$ cat src/rtl/uart_msg_tx_pkg.sv
// Shared definitions for the message UART transmitter: FSM encoding,
// parity-mode constants and the parity helper.
package uart_msg_tx_pkg;

  typedef enum logic [2:0] {
    ST_IDLE  = 3'd0,
    ST_FETCH = 3'd1,
    ST_LOAD  = 3'd2,
    ST_START = 3'd3,
    ST_DATA  = 3'd4,
    ST_PAR   = 3'd5,
    ST_STOP  = 3'd6,
    ST_GAP   = 3'd7
  } state_t;

  localparam logic [1:0] PAR_NONE = 2'd0;
  localparam logic [1:0] PAR_EVEN = 2'd1;
  localparam logic [1:0] PAR_ODD  = 2'd2;

  // Parity over the low nbits of data; inverted for odd mode.
  function automatic logic calc_parity(input logic [7:0] data, input int nbits,
                                       input logic [1:0] mode);
    logic p;
    p = 1'b0;
    for (int i = 0; i < 8; i++) begin
      if (i < nbits) p = p ^ data[i];
    end
    return (mode == PAR_ODD) ? ~p : p;
  endfunction

endpackage

$ cat src/rtl/uart_msg_tx_bit_timer.sv
// Frame-aligned baud counter: held at zero by clear, pulses bit_end on the
// last cycle of every bit period.
module uart_bit_timer #(
  parameter int CLKS_PER_BIT = 10417
) (
  input  logic clk,
  input  logic rst,
  input  logic clear,
  output logic bit_end
);

  localparam int CW = $clog2(CLKS_PER_BIT);

  logic [CW-1:0] cnt_r;

  assign bit_end = (cnt_r == CW'(CLKS_PER_BIT - 1));

  // Count cycles within the current bit, restarting at every bit boundary.
  always_ff @(posedge clk) begin
    if (rst || clear) begin
      cnt_r <= '0;
    end else if (bit_end) begin
      cnt_r <= '0;
    end else begin
      cnt_r <= cnt_r + CW'(1);
    end
  end

endmodule

$ cat src/rtl/uart_msg_tx.sv
// Sends a MSG_LEN-character message fetched from an external 1-cycle ROM as
// UART frames, one message per accepted start pulse.
module uart_msg_tx
  import uart_msg_tx_pkg::*;
#(
  parameter int CLKS_PER_BIT = 10417,
  parameter int DATA_BITS    = 8,
  parameter int PARITY       = 0,
  parameter int STOP_BITS    = 1,
  parameter int MSG_LEN      = 95,
  parameter int GAP_CLKS     = 0
) (
  input  logic       clk,
  input  logic       rst,
  input  logic       start,
  output logic       rom_ren,
  output logic [7:0] rom_addr,
  input  logic [7:0] rom_data,
  output logic       TxD,
  output logic       tx_busy,
  output logic       msg_done
);

  if (CLKS_PER_BIT < 2) begin : g_bad_cpb
    $error("uart_msg_tx: CLKS_PER_BIT must be at least 2");
  end
  if (DATA_BITS < 5 || DATA_BITS > 8) begin : g_bad_db
    $error("uart_msg_tx: DATA_BITS must be 5..8");
  end
  if (PARITY < 0 || PARITY > 2) begin : g_bad_par
    $error("uart_msg_tx: PARITY must be 0, 1 or 2");
  end
  if (STOP_BITS < 1 || STOP_BITS > 2) begin : g_bad_sb
    $error("uart_msg_tx: STOP_BITS must be 1 or 2");
  end
  if (MSG_LEN < 1 || MSG_LEN > 256) begin : g_bad_len
    $error("uart_msg_tx: MSG_LEN must be 1..256");
  end
  if (GAP_CLKS < 0) begin : g_bad_gap
    $error("uart_msg_tx: GAP_CLKS must be non-negative");
  end

  localparam logic [1:0] PAR_MODE  = 2'(PARITY);
  localparam logic [7:0] LAST_ADDR = 8'(MSG_LEN - 1);
  localparam int         GW        = (GAP_CLKS > 1) ? $clog2(GAP_CLKS) : 1;

  state_t               state_r;
  logic [DATA_BITS-1:0] shreg_r;
  logic                 par_r;
  logic [2:0]           bit_cnt_r;
  logic                 stop_cnt_r;
  logic [GW-1:0]        gap_cnt_r;
  logic                 timer_clear_s;
  logic                 bit_end_s;

  // The baud counter only runs while a frame is on the line.
  assign timer_clear_s = !(state_r inside {ST_START, ST_DATA, ST_PAR, ST_STOP});

  uart_bit_timer #(.CLKS_PER_BIT(CLKS_PER_BIT)) u_bit_timer (
    .clk     (clk),
    .rst     (rst),
    .clear   (timer_clear_s),
    .bit_end (bit_end_s)
  );

  // Message sequencer; every output is registered here.
  always_ff @(posedge clk) begin
    if (rst) begin
      state_r    <= ST_IDLE;
      shreg_r    <= '0;
      par_r      <= 1'b0;
      bit_cnt_r  <= 3'd0;
      stop_cnt_r <= 1'b0;
      gap_cnt_r  <= '0;
      rom_ren    <= 1'b0;
      rom_addr   <= 8'd0;
      TxD        <= 1'b1;
      tx_busy    <= 1'b0;
      msg_done   <= 1'b0;
    end else begin
      rom_ren  <= 1'b0;
      msg_done <= 1'b0;
      case (state_r)
        ST_IDLE: begin
          TxD <= 1'b1;
          // A start coinciding with the completion pulse is dropped.
          if (start && !msg_done) begin
            state_r  <= ST_FETCH;
            rom_addr <= 8'd0;
            rom_ren  <= 1'b1;
            tx_busy  <= 1'b1;
          end
        end
        ST_FETCH: state_r <= ST_LOAD;
        ST_LOAD: begin
          shreg_r <= rom_data[DATA_BITS-1:0];
          par_r   <= calc_parity(rom_data, DATA_BITS, PAR_MODE);
          TxD     <= 1'b0;
          state_r <= ST_START;
        end
        ST_START: begin
          if (bit_end_s) begin
            TxD       <= shreg_r[0];
            shreg_r   <= shreg_r >> 1;
            bit_cnt_r <= 3'd0;
            state_r   <= ST_DATA;
          end
        end
        ST_DATA: begin
          if (bit_end_s) begin
            if (bit_cnt_r == 3'(DATA_BITS - 1)) begin
              if (PAR_MODE != PAR_NONE) begin
                TxD     <= par_r;
                state_r <= ST_PAR;
              end else begin
                TxD        <= 1'b1;
                stop_cnt_r <= 1'b0;
                state_r    <= ST_STOP;
              end
            end else begin
              TxD       <= shreg_r[0];
              shreg_r   <= shreg_r >> 1;
              bit_cnt_r <= bit_cnt_r + 3'd1;
            end
          end
        end
        ST_PAR: begin
          if (bit_end_s) begin
            TxD        <= 1'b1;
            stop_cnt_r <= 1'b0;
            state_r    <= ST_STOP;
          end
        end
        ST_STOP: begin
          if (bit_end_s) begin
            if (stop_cnt_r == 1'(STOP_BITS - 1)) begin
              if (rom_addr == LAST_ADDR) begin
                msg_done <= 1'b1;
                tx_busy  <= 1'b0;
                state_r  <= ST_IDLE;
              end else begin
                rom_addr <= rom_addr + 8'd1;
                if (GAP_CLKS > 0) begin
                  gap_cnt_r <= '0;
                  state_r   <= ST_GAP;
                end else begin
                  rom_ren <= 1'b1;
                  state_r <= ST_FETCH;
                end
              end
            end else begin
              stop_cnt_r <= stop_cnt_r + 1'b1;
            end
          end
        end
        ST_GAP: begin
          if (gap_cnt_r == GW'(GAP_CLKS - 1)) begin
            rom_ren <= 1'b1;
            state_r <= ST_FETCH;
          end else begin
            gap_cnt_r <= gap_cnt_r + GW'(1);
          end
        end
        default: begin
          TxD     <= 1'b1;
          tx_busy <= 1'b0;
          state_r <= ST_IDLE;
        end
      endcase
    end
  end

endmodule
$ cat config.mk
export PLATFORM = sky130hd
export DESIGN_NAME = uart_msg_tx
export DESIGN_NICKNAME = d
export VERILOG_FILES = /design/src/rtl/uart_msg_tx_pkg.sv /design/src/rtl/uart_msg_tx_bit_timer.sv /design/src/rtl/uart_msg_tx.sv
export SDC_FILE = /design/constraint.sdc
export NUM_CORES = 1
export LEC_CHECK = 0
export CORE_MARGIN = 2
export CORE_UTILIZATION = 25
export DETAILED_ROUTE_END_ITERATION = 6
export DONT_BUFFER_PORTS = 1
export PLACE_DENSITY = 0.49
export REMOVE_ABC_BUFFERS = 1
export SYNTH_ARGS = -nofsm -noshare
export SYNTH_HDL_FRONTEND = slang
export SYNTH_SLANG_ARGS = --single-unit
$ cat constraint.sdc
create_clock -name clk -period 2.3 [get_ports clk]
set_input_delay 0.46 -clock clk [delete_from_list [all_inputs] [get_ports clk]]
set_output_delay 0.46 -clock clk [all_outputs]
set_load 0.03 [all_outputs]
# == Word-level counts from Yosys, hierarchy flattened ==
# Cells that the tools add are included.
# totals
regBits,42
wordCells,106
# op_classes
n_eq_ne,21
reduce_logical,20
add_sub_neg,5
bitwise_logic,2
muxes,47
# ops
operator,count
8-bit two-way mux,7
3-bit two-way mux,11
3-bit one-hot mux with 8 select lines,1
8-bit one-hot mux with 3 select lines,1
1-bit two-way mux,21
"2-bit inequality test, second input constant",9
8-bit one-hot mux with 2 select lines,1
"3-bit equality test, second input constant",5
5-bit AND reduction,3
"14-bit by 1-bit adder with 14-bit output, second input constant",1
"14-bit equality test, second input constant",1
4-bit AND reduction,3
"8-bit by 1-bit adder with 8-bit output, second input constant",1
"8-bit by 7-bit equality test with 1-bit output, second input constant",1
8-bit AND reduction,1
"3-bit by 2-bit equality test with 1-bit output, second input constant",2
1-bit one-hot mux with 3 select lines,2
3-bit one-hot mux with 2 select lines,1
3-bit nonzero test,2
1-bit one-hot mux with 5 select lines,1
5-bit nonzero test,1
"2-bit by 1-bit inequality test with 1-bit output, second input constant",2
2-bit nonzero test,2
4-bit nonzero test,1
other kinds (11),14

# == Logic depth before layout (Yosys ltp) ==
# logic_depth
ltp_word,5
depth_mapped,8
ltp_nobuf,7

# == By module ==
# Synthesis repeated with hierarchy kept, for this count alone.
# unflattened
cells_unflattened,246
hier_area_um2,2120.8
# by_module_without_submodules
module,area_each_um2,instances,cells_each,seq_area_each_um2
uart_msg_tx,1460.2,1,174,540.5
uart_bit_timer,660.6,1,72,280.3

# == Worst setup path after synthesis ==
# OpenSTA, ideal clock, no wires.
# synth_path
kind,reg-to-reg
startpoint,reg u_bit_timer.cnt_r[0]
endpoint,reg rom_addr[4]
path_buffers,1
arrival_time_ns,2.261
required_time_ns,2.183
slack_ns,-0.079
period_less_slack_ns,2.379
stages_incl_launch_ff,9
setup_ns,0.117
path_cell_list,dfxtp_1 -> inv_1 -> ha_1 -> or4b_1 -> or4_4 -> buf_6 -> a211oi_4 -> o21ai_1 -> a32o_1
# synth_via
elab_chain_len,3
# synth_rtl
item,line_no,rtl
start: declaration,uart_msg_tx_bit_timer.sv:14,logic [CW-1:0] cnt_r;
start signal: assignment,uart_msg_tx_bit_timer.sv:25,cnt_r <= cnt_r + CW'(1);
14-bit equality test,uart_msg_tx_bit_timer.sv:16,assign bit_end = (cnt_r == CW'(CLKS_PER_BIT - 1));
2-bit inequality test (no line),n/a,
5-bit AND reduction (no line),n/a,
end signal: assignment,uart_msg_tx.sv:142,rom_addr <= rom_addr + 8'd1;
end: declaration,uart_msg_tx.sv:17,"output logic [7:0] rom_addr,"
# No other way between the ends.
# A chain may end at the register's enable or synchronous reset.

# == Worst setup path in the final report ==
# layout_path
startpoint,reg u_bit_timer.cnt_r[0]
endpoint,reg rom_addr[3]
# The elaborated chain is that of the path after synthesis.

==> results by group <==
STA
  • Max frequency: about 0.44 GHz
  • Final hold vios: 0
  • Worst slew pin tran: 0.938 ns
  • Setup Skew: 0.00836 ns
  • RSZ-0062 raised after global routing: true
  • Min Tclk post-route: 2.28 ns
  • Final setup viols: 0
  • Final Cycle Share: between 90 and 100%
  • Fin Hold WS: 0.232 ns
  • Rel. slew slack: 37.5%
  • Max Slew Vio Count: 0

Synthesis
  • Ys flop type: dfxtp_1
  • Synth Area in Adders: 3.47%
  • Post-synthesis mux area share: 4.22%
  • Top cells by area, synth: dfxtp_1 38%, nor2_1 5.9%, nand2_1 4.3%, a21oi_1 3.7%, mux2i_1 3.7%
  • #FFs+latches synth: 41
  • Post-synthesis compound-gate area fraction: between 10% and 20%
  • Syn. warnings: 0
  • Top cell type's share of synthesized area: 38.0%
  • Simple-gate portion of the synthesized area: 26.3%
  • Largest family of logic cells by synthesized area: simple AND/OR/NAND/NOR gates
  • XOR/XNOR share of the synthesized area: 5.27%
  • FFs w/ async S/R, synth: 0%
  • Cell area after technology mapping: 2160 um2
  • Sequential area share after synthesis: 38.0%
  • Post-synthesis cell count: 257
  • Number of synthesized flops with an enable pin: 0
  • Mean Syn Cell Area: 8.41 um2
  • Cell variety after synth: 47
  • Area leader, netlist: dfxtp_1

Outcome
  • Outcome: finished, final reports clean

Route
  • Vias per cell: 4.90
  • Post-route DRC: 0
  • DR WL/cell: 12.9 um
  • DRT Pass-1 Iters: 4
  • Vias after detailed routing: 1917
  • Initial DRC count: around 150
  • Final ANT Viol Nets: 0
  • Final WL: just over 5000 um

Pwr
  • Pwr Total: 1.36 mW
  • Leakage: ~0.97 nW
  • Maximum vdd drop: approximately 0.19 mV
  • P per Cell Area: 513 nW/um2

Global routing
  • Global route total overflow: 0
  • Pin count of the biggest net entering global routing: 38
  • Global-route wire length before repair: 8660 um
  • Vias in the first global route: 1867
  • Initial antenna violation count: 0
  • Overall global routing resource usage: ~11%

Floorplanning
  • Die height: 97.0 um
  • Initial core utilization: between 20% and 30%
  • Row cnt: 33
  • Core ar.: 8300 um2
  • Die X-Extent: slightly below 100 um
  • Die area: about 9400 um2
  • I/O pin count: 23

Worst setup path
  • Worst Setup End Kind: flop
  • Worst Path Arrival: between 2 and 2.5 ns
  • Worst path max stage delay: approximately 0.6 ns
  • CP Cell Sequence: inv_2 > ha_1 > or4b_4 > or4_4 > a211oi_4 > buf_4 > a21oi_2 > a31o_1
  • Worst EP required: between 2 and 3 ns
  • Startpoint type of the worst setup path: flop
  • Crit path max-delay cell type: or4_4
  • Critical path class: reg2reg
  • Worst-path fanout max: 6

Layout
  • Layout Cells excl Fill: 391
  • Final Core Density: 31.9%
  • Synth-to-Final Area Change: 22.6%
  • Ant diodes: 0
  • Footprint of the multi-input gates: 1270 um2
  • Finished Cell Area: 2650 um2
  • Share of post-route cells with drive strength above 1: between 10% and 20%
  • Seq. cell area: 822 um2
  • Fillers: around 890
  • Nets: between 300 and 400

Placement
  • Post-DP Area: 2500 um2
  • PortBufs: 0
  • Dpl cells: 380
  • Routability Congestion: 0.701
  • DP HPWL: 3540 um

Clock tree
  • Clk_lat worst skew: 0.30 ns
  • Max Root-Sink Buffers: 2
  • CTS H-tree lvls: 2
  • Clock Root Buffer: clkbuf_8
  • Clock Sinks: 41
  • CTS tree: built
  • Cts bufs inserted: 5
  • CTS clk-pin slew, worst paths: 0.08 ns

Min path
  • Hold WC Path Type: in2reg

Job
  • Maxcap violations: 0
==> power breakdown <==
group | internal (mW) | switching, mW | total (mW)
combinational | 0.0456 | 0.0514 | 0.0970
clock | 0.271 | 0.255 | 0.526
sequential | 0.720 | 0.0152 | 0.736
==> cell families (layout without fill, tap and decap cells) <==
kind of cell	after synthesis	count (layout)
adders and majority gates	6	6
DFF	41	41
buffers and inverters	24	53
AOI/OAI and AO/OA	55	55
muxes	9	9
xor gates and xnor gates	13	13
and+or+nand+nor	109	109
==> metal layers <==
metal  routed length, um  part of all wire [%]  global-route usage (%)
met5                   0                     0                       0
met4                  58                   1.2                    3.58
met3                 163                   3.2                    2.67
met2                2390                    48                    18.6
met1                2410                    48                    13.9
==> what timing repair did <==
| action | in CTS | in global routing |
|---|---|---|
| pin swaps | 3 | 6 |
| setup buffers | 2 | 1 |
| resized for setup | 0 | 8 |
| hold endpoints to repair | 0 | 0 |
| hold buffers | 0 | 0 |
| endpoints found under the setup margin | 7 | 31 |
==> flip-flops by register name (all words and copies together) (netlist names) <==
| name | flops |
|---|---|
| bit_cnt_r | 3 |
| TxD | 1 |
| msg_done | 1 |
| shreg_r | 8 |
| tx_busy | 1 |
| u_bit_timer.cnt_r | 14 |
| state_r | 3 |
| gap_cnt_r | 1 |
| rom_ren | 1 |
| rom_addr | 8 |
==> synthesized netlist by cell type (2+ instances only) <==
cell        n
a21oi_1    16
o2111ai_1   2
xnor2_1     5
o211a_1     2
nor2b_1     3
o21ai_1     3
xor2_1      8
a41oi_1     2
a31oi_1     2
and3_1      4
nand3_1    10
nand4b_1    7
a211oi_1    3
nor2_1     34
buf_2       2
inv_1       7
nor3_1      6
nand4_1     3
a311oi_1    4
nand2b_1    2
o22ai_1     2
or4b_1      2
or3_1       3
clkbuf_1   14
o21ai_0     5
mux2i_1     8
dfxtp_1    41
nand3b_1    3
a211o_1     7
nand2_1    25
ha_1        6
==> final timing paths <==
path | from | depth (start not counted) | endpoint | slack, ns
min reg2reg | bit_cnt_r[2]$_SDFFE_PP0P_ | 2 | bit_cnt_r[2]$_SDFFE_PP0P_ | 0.46
max | u_bit_timer.cnt_r[0]$_SDFF_PP0_ | 8 | rom_addr[3]$_SDFFE_PP0P_ | 0.02
min | rst | 1 | bit_cnt_r[0]$_SDFFE_PP0P_ | 0.23
max reg2reg | u_bit_timer.cnt_r[0]$_SDFF_PP0_ | 8 | rom_addr[3]$_SDFFE_PP0P_ | 0.02
==> placed cells by master, fill, tap and decap left out, types with 3 or more instances in the layout <==
| cell | synthesis | layout |
|---|---|---|
| o21ai_0 | 5 | 4 |
| a211oi_1 | 3 | 3 |
| nand2_1 | 25 | 25 |
| nor2_1 | 34 | 34 |
| nand3_1 | 10 | 10 |
| nand4b_1 | 7 | 7 |
| clkbuf_8 | 0 | 7 |
| xor2_1 | 8 | 8 |
| ha_1 | 6 | 6 |
| a311oi_1 | 4 | 4 |
| nand4_1 | 3 | 3 |
| nand3b_1 | 3 | 3 |
| or3_1 | 3 | 3 |
| nor3_1 | 6 | 6 |
| a21oi_1 | 16 | 15 |
| a211o_1 | 7 | 7 |
| xnor2_1 | 5 | 5 |
| mux2i_1 | 8 | 8 |
| nor2b_1 | 3 | 3 |
| buf_4 | 0 | 36 |
| dfxtp_1 | 41 | 40 |
| o21ai_1 | 3 | 3 |
| inv_1 | 7 | 6 |
| and3_1 | 4 | 4 |
==> worst max-delay path, delay by kind of cell, from the launching register on <==
kind | cells | cell delay, ns
simple gates | 2 | 1.05
compound gates | 3 | 0.49
flops | 1 | 0.33
buf+inv | 2 | 0.20
fa+ha+maj | 1 | 0.12
==> per-stage QoR <==
step / setup TNS, ns / worst slack, ns
final: 0 / 0.0173
after global routing: -0.765 / -0.102
after detailed placement: -0.193 / -0.0629
after CTS: 0 / 0.00659
after global placement: -0.0274 / -0.0252
after floorplan: -8.47 / -0.614
==> cell type report <==
type	instances	share of cell area, %
clock inverters	1	0.189
inverters	7	0.992
multi-input cells	192	47.8
repair buffers	38	11.4
flip-flops and latches	41	31.0
clock buffers	7	3.64
well taps	105	4.96
Note: power is estimated with default switching activity, not from simulation.
